$ cat config.mk
export PLATFORM = sky130hd
export DESIGN_NAME = time_entry_keypad_flat
export DESIGN_NICKNAME = d
export VERILOG_FILES = /design/src/rtl/time_entry_if.sv /design/src/rtl/time_entry_keypad.sv /design/src/flat_wrapper.sv
export SDC_FILE = /design/constraint.sdc
export NUM_CORES = 1
export LEC_CHECK = 0
export ABC_AREA = 0
export ABC_CLOCK_PERIOD_IN_PS = 4600
export CAP_MARGIN = 40
export CORE_MARGIN = 1.5
export CORE_UTILIZATION = 48
export DETAILED_ROUTE_END_ITERATION = 12
export PLACE_DENSITY = 0.75
export SETUP_SLACK_MARGIN = 0.3
export SLEW_MARGIN = 20
export SYNTH_ARGS = -nofsm -noshare
export SYNTH_HDL_FRONTEND = slang
export SYNTH_SLANG_ARGS = --single-unit
$ cat constraint.sdc
create_clock -name clock -period 4.6 [get_ports clock]
set_input_delay 0.92 -clock clock [delete_from_list [all_inputs] [get_ports clock]]
set_output_delay 0.92 -clock clock [all_outputs]
set_load 0.02 [all_outputs]
$ cat src/rtl/time_entry_if.sv
// Keypad time-entry bus: controller/keypad inputs and the counter-chain load outputs.
interface time_entry_if;
    logic       en;
    logic [9:0] keypad;
    logic       start;
    logic [3:0] ones_data;
    logic [3:0] tens_data;
    logic [3:0] mins_data;
    logic       loadn;
    logic       key_strobe;

    modport master (
        output en, keypad, start,
        input  ones_data, tens_data, mins_data, loadn, key_strobe
    );

    modport slave (
        input  en, keypad, start,
        output ones_data, tens_data, mins_data, loadn, key_strobe
    );
endinterface

$ cat src/rtl/time_entry_keypad.sv
// Debounced one-hot keypad entry into a 3-digit time buffer with a one-cycle loadn pulse.
// Optional TIME_ENTRY_CLAMP_EN: tens digit presented as min(tens,5) while loadn is low.
module time_entry_keypad #(
    parameter int DEBOUNCE_CYCLES = 4
) (
    input logic         clock,
    input logic         clearn,
    time_entry_if.slave bus
);

    typedef enum logic [1:0] {IDLE, DEBOUNCE, HELD, LOAD} state_t;

    localparam logic [4:0] DB_LAST = 5'(DEBOUNCE_CYCLES);

    function automatic logic is_onehot(input logic [9:0] k);
        logic [3:0] n;
        n = 4'd0;
        for (int i = 0; i < 10; i++) begin
            n = n + {3'b000, k[i]};
        end
        return n == 4'd1;
    endfunction

    function automatic logic [3:0] key_digit(input logic [9:0] k);
        logic [3:0] d;
        d = 4'd0;
        for (int i = 0; i < 10; i++) begin
            if (k[i]) begin
                d = 4'(i);
            end
        end
        return d;
    endfunction

`ifdef TIME_ENTRY_CLAMP_EN
    function automatic logic [3:0] sat_tens(input logic [3:0] t);
        return (t > 4'd5) ? 4'd5 : t;
    endfunction
`endif

    state_t     state, state_n;
    logic [3:0] cnt, cnt_n;
    logic [4:0] cnt_inc;
    logic [9:0] code, code_n;
    logic [3:0] ones, ones_n;
    logic [3:0] tens, tens_n;
    logic [3:0] mins, mins_n;
    logic [3:0] tens_out, tens_out_n;
    logic       loadn_q, loadn_n;
    logic       strobe_q, strobe_n;
    logic       key_valid;
    logic       shift;

    assign key_valid = is_onehot(bus.keypad);
    assign cnt_inc   = {1'b0, cnt} + 5'd1;

    always_comb begin
        state_n = state;
        cnt_n   = cnt;
        code_n  = code;
        ones_n  = ones;
        tens_n  = tens;
        mins_n  = mins;
        shift   = 1'b0;

        if (!bus.en) begin
            // Timer running: entry frozen, digits kept for the display path.
            state_n = IDLE;
            cnt_n   = 4'd0;
        end else begin
            unique case (state)
                IDLE: begin
                    if (key_valid) begin
                        code_n = bus.keypad;
                        if (DB_LAST == 5'd1) begin
                            shift   = 1'b1;
                            state_n = HELD;
                            cnt_n   = 4'd0;
                        end else begin
                            state_n = DEBOUNCE;
                            cnt_n   = 4'd1;
                        end
                    end else if (bus.start && bus.keypad == 10'd0) begin
                        state_n = LOAD;
                    end
                end
                DEBOUNCE: begin
                    if (bus.keypad == code) begin
                        if (cnt_inc == DB_LAST) begin
                            shift   = 1'b1;
                            state_n = HELD;
                            cnt_n   = 4'd0;
                        end else begin
                            cnt_n = cnt_inc[3:0];
                        end
                    end else begin
                        state_n = IDLE;
                        cnt_n   = 4'd0;
                    end
                end
                HELD: begin
                    if (bus.keypad == 10'd0) begin
                        state_n = IDLE;
                    end
                end
                LOAD: begin
                    ones_n  = 4'd0;
                    tens_n  = 4'd0;
                    mins_n  = 4'd0;
                    state_n = IDLE;
                end
                default: state_n = IDLE;
            endcase
        end

        // The accepted key is still on the keypad lines at the shift edge.
        if (shift) begin
            mins_n = tens;
            tens_n = ones;
            ones_n = key_digit(bus.keypad);
        end

        loadn_n  = (state_n != LOAD);
        strobe_n = shift;
`ifdef TIME_ENTRY_CLAMP_EN
        tens_out_n = (state_n == LOAD) ? sat_tens(tens_n) : tens_n;
`else
        tens_out_n = tens_n;
`endif
    end

    always_ff @(posedge clock) begin
        if (!clearn) begin
            state    <= IDLE;
            cnt      <= 4'd0;
            code     <= 10'd0;
            ones     <= 4'd0;
            tens     <= 4'd0;
            mins     <= 4'd0;
            tens_out <= 4'd0;
            loadn_q  <= 1'b1;
            strobe_q <= 1'b0;
        end else begin
            state    <= state_n;
            cnt      <= cnt_n;
            code     <= code_n;
            ones     <= ones_n;
            tens     <= tens_n;
            mins     <= mins_n;
            tens_out <= tens_out_n;
            loadn_q  <= loadn_n;
            strobe_q <= strobe_n;
        end
    end

    assign bus.ones_data  = ones;
    assign bus.tens_data  = tens_out;
    assign bus.mins_data  = mins;
    assign bus.loadn      = loadn_q;
    assign bus.key_strobe = strobe_q;

endmodule

$ cat src/flat_wrapper.sv
// flat-port wrapper written by rule: the top's interface ports become plain ports
module time_entry_keypad_flat 
#(
    parameter int DEBOUNCE_CYCLES = 4
)
  (clock, clearn, bus_en, bus_keypad, bus_start, bus_ones_data, bus_tens_data, bus_mins_data, bus_loadn, bus_key_strobe);
  time_entry_if bus_i ();
  input logic clock;
  input logic clearn;
  input wire logic [$bits(bus_i.en)-1:0] bus_en;
  input wire logic [$bits(bus_i.keypad)-1:0] bus_keypad;
  input wire logic [$bits(bus_i.start)-1:0] bus_start;
  output wire logic [$bits(bus_i.ones_data)-1:0] bus_ones_data;
  output wire logic [$bits(bus_i.tens_data)-1:0] bus_tens_data;
  output wire logic [$bits(bus_i.mins_data)-1:0] bus_mins_data;
  output wire logic [$bits(bus_i.loadn)-1:0] bus_loadn;
  output wire logic [$bits(bus_i.key_strobe)-1:0] bus_key_strobe;
  assign bus_i.en = bus_en;
  assign bus_i.keypad = bus_keypad;
  assign bus_i.start = bus_start;
  assign bus_ones_data = bus_i.ones_data;
  assign bus_tens_data = bus_i.tens_data;
  assign bus_mins_data = bus_i.mins_data;
  assign bus_loadn = bus_i.loadn;
  assign bus_key_strobe = bus_i.key_strobe;
  time_entry_keypad #(.DEBOUNCE_CYCLES(DEBOUNCE_CYCLES)) u_core (.clock(clock), .clearn(clearn), .bus(bus_i));
endmodule
# == Word-level counts from Yosys, hierarchy flattened ==
# Cells that the tools add are included.
# classes
add_sub_neg,10
eq_ne,8
n_reduce_logical,10
mux,29
# ops
cell,n
two-way mux 4 bit,10
adder 4 x 1 -> 4 bit,8
two-way mux 2 bit,8
two-way mux 3 bit,4
== test 10 bit,1
zero test 10 bit,1
case mux 2 bit (4 select lines),1
case mux 4 bit (2 select lines),1
AND reduction 2 bit,3
nonzero test 2 bit,3
adder 4 x 1 -> 5 bit (second input constant),1
== test 5 x 3 -> 1 bit (second input constant),1
two-way mux 1 bit,5
== test 2 bit (second input constant),2
== test 4 x 1 -> 1 bit (second input constant),1
AND reduction 3 bit,1
adder 1 x 1 -> 2 bit,1
== test 2 x 1 -> 1 bit (second input constant),1
zero test 2 bit,1
!= test 2 x 1 -> 1 bit (second input constant),1
!= test 2 bit (second input constant),1
logical AND 1 bit,1
# word_totals
output_inout_bits,14
wordCells,65
register_bits,30

# == Logic depth before layout (Yosys ltp) ==
# Gate-level depths: netlist (run 1).
# logic_depth
depth_word,14
ltp_mapped,15
ltp_nobuf,14

# == Worst setup path before layout (run 1) ==
# No wires, ideal clock.
# synth_timing
path_type,in2reg
from,input port bus_keypad[0]
to,register u_core.code[0]
cell_stages,14
setup_ps,116
arrival_time_ps,4344
n_path_buf,1
slack_ps,140
path_cell_list,inv_1 ha_1 inv_1 fa_1 fa_1 fa_1 fa_1 fa_1 nor2b_1 a31o_2 nand4_1 buf_2 mux2i_1 nor2b_1
# synth_via
elab_chain_cells,11
# synth_rtl
item,line,rtl
from (decl),flat_wrapper.sv:11,input wire logic [$bits(bus_i.keypad)-1:0] bus_keypad;
adder 1 x 1 -> 2 bit,time_entry_keypad.sv:19,"n = n + {3'b000, k[i]};"
adder 4 x 1 -> 4 bit (8 in a row),time_entry_keypad.sv:19,
== test 4 x 1 -> 1 bit,time_entry_keypad.sv:21,return n == 4'd1;
AND reduction 3 bit (no line),n/a,
to (signal assigned),time_entry_keypad.sv:146,code <= code_n;
to (decl),time_entry_keypad.sv:44,"logic [9:0] code, code_n;"
# Parallel ways exist; a longest one is shown, timed or not.
# A chain may end at the register's enable or synchronous reset.

# == Worst setup path in the final report (run 1) ==
# layout_timing
from,input port bus_keypad[1]
to,register u_core.cnt[2]
# layout_via
elab_chain_cells,12
elab_cells_between_ends,15
cone_classes,add/sub (9); eq/ne (3); mux (2); reduce/logical (1)
# layout_rtl
item,line,rtl
adder 1 x 1 -> 2 bit,time_entry_keypad.sv:19,
adder 4 x 1 -> 4 bit (8 in a row),time_entry_keypad.sv:19,
== test 4 x 1 -> 1 bit,time_entry_keypad.sv:21,
!= test 2 x 1 -> 1 bit (no line),n/a,
AND reduction 2 bit (no line),n/a,
to (signal assigned),time_entry_keypad.sv:145,cnt <= cnt_n;
to (decl),time_entry_keypad.sv:42,"logic [3:0] cnt, cnt_n;"
# Parallel ways exist; a longest one is shown, timed or not.

==> impl_metrics.ini, run 1 <==
[run_status]
status = completed

[route]
vias = 1523
wl_per_cell_um = 14.7
postRouteAntennaNets = 0
drtIter0Drc = 90
dr.pass1.iters = 4
via_per_inst = 5.34
drc = 0
drt-total-wl_um = 4200

[sta]
fmax_mhz = 233
post-route-min-period_ns = 4.29
period_share_pct = 93.4
worst_pin_slew_ns = 0.738
finClkSkew_ns = 0.00752
maxSlewHeadroom_pct = 50.6
rsz0062_at_grt = true
finalHoldViolations = 0
setup-violations-final = 0
maxSlewViolCount = 0

[global_route]
grt_use_total_pct = 22.1
use_met2_pct = 37.9
grt_pass1_vias = 1465
grt.met3_usage_pct = 6.69
grt_busiest_layer = met2
globalRoute.totalOverflow = 0
grt_pass1_wl_um = 6760
grt_util_met1_pct = 25.1
antenna_found_initial = 0
grt_max_degree = 22

[placement]
routabilityCongestion = 0.873
placed_area_um2 = 2200
port_buffers = 27
dp_hpwl_um = 2770

[synth]
syn-cell-area_um2 = 1790
yosysSeqAreaShare_pct = 33.5
syn_inst = 189
ys.flop_type = dfxtp_1
synth_warnings = 0
synth_area_per_cell_um2 = 9.49
ys_types = 47
synthArstFlopShare_pct = 0
syn_nets = 216
synth_edf_count = 0
synth_seq_cells = 30

[clocking]
clock_latency_ns = 0.29
htreeDepth = 2
cts_buffer_depth = 2
cts-root-buf = clkbuf_8
tritoncts = built
clock_sinks = 30
cts-hold-fix-buffers = 0
cts_made_buffers = 5
clkTransAtPathRegs_ns = 0.07

[hold_path]
min_path_type = register to register

[critical_path]
critPathRequiredTime_ns = 4.77
cp-end-kind = register
crit_type = input pin to register
cp-start-kind = input pin
critical_path.max_fanout = 4
cp.arrival_ns = 4.47

[cells_and_area]
finalNetCount = 263
final_core_util_pct = 67.3
design_area_um2 = 2440
n_fill_cell = 306
antenna_cells = 0
area_growth_pct = 36.2
drive_gt1_share_pct = 22.8

[floorplanning]
die_y_um = 64.1
rows = 22
start_util_pct = 49.4
fp.dieArea_um2 = 4110
io_pins = 28
core_area_um2 = 3630
fp.dieW_um = 64.1

[run]
max_cap_violations = 0

[pwr]
power_density_nw_per_um2 = 328
p_leak_nw = 1.08
peakVddDrop_mv = 0.277
-- layout make-up --
type	instances	area (um2)	area share (%)
Clock inverter	2	12.5	0.512
Tap cell	48	60.1	2.46
Multi-Input combinational cell	132	1150	47.2
Clock buffer	6	82.6	3.38
Timing Repair Buffer	44	443	18.1
Sequential cell	30	601	24.6
Inverter	23	91.3	3.74
-- repair_timing --
| action | CTS | global route |
|---|---|---|
| hold endpoints to repair | 0 | 0 |
| pin swaps | 8 | 9 |
| resized for setup | 26 | 8 |
| cloned | 1 | 0 |
| setup buffers | 2 | 4 |
| setup endpoints to repair | 17 | 17 |
-- worst max-delay path: stages --
cell,delay (ns)
buf_8,0.08
inv_4,0.03
ha_4,0.25
inv_2,0.03
fa_1,0.44
fa_1,0.51
fa_1,0.43
fa_2,0.36
fa_2,0.38
buf_6,0.14
nor4bb_4,0.30
nand3_2,0.15
a31oi_4,0.23
o32a_1,0.16
o41ai_1,0.06
-- layout by cell type (no fill, tap or decap), drive strengths merged, types with 7 or more instances in the layout --
master,synthesis,final
clkbuf,2,7
clkdlybuf4s50,0,23
nor2,10,10
inv,23,23
and3,9,9
xor2,10,10
nor2b,11,11
buf,2,18
nand3,7,7
dfxtp,30,30
ha,7,7
mux2i,10,10
-- path summary, 6_finish.rpt --
kind | start | endpoint | slack (ns) | cells past startpoint
worst max-delay path | bus_keypad[1] | u_core.cnt[2] | 0.31 | 15
worst min-delay path | u_core.bus.mins_data[0] | u_core.bus.mins_data[0] | 0.48 | 1
worst max register to register | u_core.cnt[0] | u_core.bus.mins_data[3] | 2.33 | 6
worst min register to register | u_core.bus.mins_data[0] | u_core.bus.mins_data[0] | 0.48 | 1
-- metal layers --
layer | wire length [um] | part of all wire [%]
met1 | 1750 | 42
met2 | 2190 | 52
met4 | 94 | 2.2
met5 | 0 | 0
met3 | 158 | 3.8
-- power breakdown --
group	internal (mW)	total, mW	switching (mW)
Combinational	0.161	0.297	0.136
Clock	0.120	0.226	0.106
Sequential	0.271	0.280	0.00952
Total	0.551	0.803	0.251
-- logic make-up after synthesis --
| kind of cell | share of synthesized area, % |
|---|---|
| compound gates | 11.8 |
| xor+xnor | 4.88 |
| fa+ha+maj | 11.6 |
| buf+inv | 6.14 |
| flops | 33.5 |
| mux | 5.58 |
| simple gates | 26.6 |
-- Yosys cell counts (2+ instances only) --
cell type  number  area share, %
nand2_1         6            1.3
nor4_4          2            2.4
nand2b_1        4            1.4
a22o_1          5            2.4
a21oi_1         3           0.84
nand4_1         4            1.4
and3_4          2            1.3
nor2b_1        11            3.8
and3_1          3            1.0
inv_1          23            4.8
a31oi_1         2           0.70
nor3_1          2           0.56
o21a_1          6            2.5
o21ai_0         2           0.56
nand3_1         7            2.0
xor2_1         10            4.9
and2_1          2           0.70
nor2_1         10            2.1
fa_1            6            6.7
mux2i_1        10            5.6
nor4_1          3            1.0
dfxtp_1        30             33
and3_2          4            1.7
clkbuf_1        2           0.42
ha_1            7            4.9
nand4b_1        2           0.98
-- per-stage QoR --
step	hold slack [ns]	std cells	setup slack [ns]	total power [mW]	setup TNS (ns)
2_1_floorplan	0.462	189	0.304	0.426	0
3_3_place_gp	0.461	270	-0.309	0.488	-4.40
3_5_place_dp	0.470	270	-0.371	0.495	-5.27
4_1_cts	0.486	281	0.135	0.760	0
5_1_grt	0.496	285	0.182	0.843	0
6_report	0.479	285	0.306	0.803	0
-- sequential cells by signal (all words and copies together), names as in the netlist --
name	count
u_core.bus.ones_data	4
u_core.bus.mins_data	4
u_core.state	2
u_core.code	10
u_core.tens	4
u_core.cnt	4
u_core.bus.loadn	1
u_core.bus.key_strobe	1
Note: power is estimated with default switching activity, not from simulation.
==> inputs of run 2 (changes only) <==
CORE_UTILIZATION = 50   (was 48)
CTS_BUF_LIST = sky130_fd_sc_hd__clkbuf_8   (was unset)
PLACE_DENSITY = 0.78   (was 0.75)
SKIP_CTS_REPAIR_TIMING = 1   (was unset)
==> run 2 against run 1 <==
Against the previous run: combinational power down 5%; final cell count is 2.8% lower; first-iteration DRC count down 43%; non-clock buffer count shrank 5; global-route usage fell by 0.44 points; die area decreased by 3.8%; critical path type unchanged; critical endpoint is now u_core.code[9]; highest routed layer unchanged.
==> impl_metrics.ini, run 2 (synthesis results as in run 1) <==
[critical_path]
cp_slowest_cell = fa_1
cp-start-kind = input pin
crit_type = input pin to register
critPathRequiredTime_ns = 4.77
cp-end-kind = register
critPathMaxStageDelay_ns = 0.55
crit_top_cell = fa_1
path_cells = buf_8, inv_4, ha_4, inv_2, fa_1, fa_1, fa_1, fa_2, fa_2, nor2b_4, a31o_4, nand4_1, clkbuf_16, mux2i_1, nor2b_1
critical_path.max_fanout = 5
cp.arrival_ns = 4.73

[sta]
worst_pin_slew_ns = 0.733
setup-violations-final = 0
period_share_pct = 99.1
finalHoldViolations = 0
maxSlewViolCount = 0
fmax_mhz = 219
tns_ns = 0
fin_ws_ns = 0.0412
post-route-min-period_ns = 4.56
rsz0062_at_grt = true
holdWs_ns = 0.482
finClkSkew_ns = 0.00724
maxSlewHeadroom_pct = 51.0

[global_route]
antenna_found_initial = 0
globalRoute.totalOverflow = 0
grt_pass1_vias = 1523
grt_max_degree = 22
grt_pass1_wl_um = 6800
grt_use_total_pct = 21.6

[pwr]
p_leak_nw = 1.06
power_density_nw_per_um2 = 313
peakVddDrop_mv = 0.185

[clocking]
cts_made_buffers = 5
htreeDepth = 2
clock_latency_ns = 0.28
tritoncts = built
clkTransAtPathRegs_ns = 0.06
cts_buffer_depth = 2
clock_sinks = 30
cts-root-buf = clkbuf_8

[placement]
port_buffers = 27
placed_area_um2 = 2190
dp_slack_ns = -0.423
routabilityCongestion = 0.912
dp_hpwl_um = 3050

[floorplanning]
fp.dieArea_um2 = 3960
start_util_pct = 52.9
io_pins = 28
fp.dieW_um = 62.9
rows = 21
die_y_um = 62.9
core_area_um2 = 3390

[route]
vias = 1533
wl_per_cell_um = 15.3
drt-total-wl_um = 4250
postRouteAntennaNets = 0
drc = 0
via_per_inst = 5.53
drtIter0Drc = 51
dr.pass1.iters = 4

[cells_and_area]
largest_register = u_core.code
antenna_cells = 0
design_area_um2 = 2420
final_common_cell = dfxtp_1
area_growth_pct = 34.8
final_cell_mix = 30 x dfxtp_1, 23 x clkdlybuf4s50_1, 19 x inv_1
largest_reg_flops = 10
finalNetCount = 258
drive_gt1_share_pct = 22.9

[run_status]
status = completed

[hold_path]
min_path_type = register to register

[run]
max_cap_violations = 0
run 2: critical path: cells and delay by family:
family | cells | cell delay [ns]
compound gates | 1 | 0.21
simple gates | 3 | 0.45
buf+inv | 4 | 0.35
fa+ha+maj | 6 | 2.57
mux | 1 | 0.21
run 2: power breakdown:
part	total [mW]	leakage, nW	switching, mW	internal, mW
combinational	0.282	0.770	0.133	0.148
clock	0.196	0.0438	0.0946	0.101
sequential	0.280	0.242	0.00971	0.271
total	0.758	1.06	0.237	0.520
run 2: worst paths after layout:
kind                                start                 endpoint  slack, ns  cells past startpoint
setup reg to reg            u_core.cnt[0]           u_core.tens[2]       2.33                      6
setup / recovery            bus_keypad[1]           u_core.code[9]       0.04                     15
hold reg to reg   u_core.bus.mins_data[0]  u_core.bus.mins_data[0]       0.48                      1
hold / removal    u_core.bus.mins_data[0]  u_core.bus.mins_data[0]       0.48                      1
run 2: cell type report:
class	count	area, um2
multi-input combinational	132	1180
fill	253	971
sequential	30	601
timing repair buffer	39	405
inverter	23	91.3
clock buffer	5	68.8
tap	46	57.6
clock inverter	2	10.0
run 2: per-stage QoR:
step           power [mW]  util, %  instances
2_1_floorplan       0.426        -        189
3_3_place_gp        0.477     64.6        267
3_5_place_dp        0.488     64.6        267
4_1_cts             0.683     66.9        274
5_1_grt             0.799     71.4        277
6_report            0.758     71.4        277
run 2: per-layer routing:
layer	global-route usage [%]	part of all wire [%]	wire, um
met1	24.8	41	1750
met4	8.06	1.9	81
met5	0	0	0
met2	38.7	53	2240
met3	5.05	3.9	166
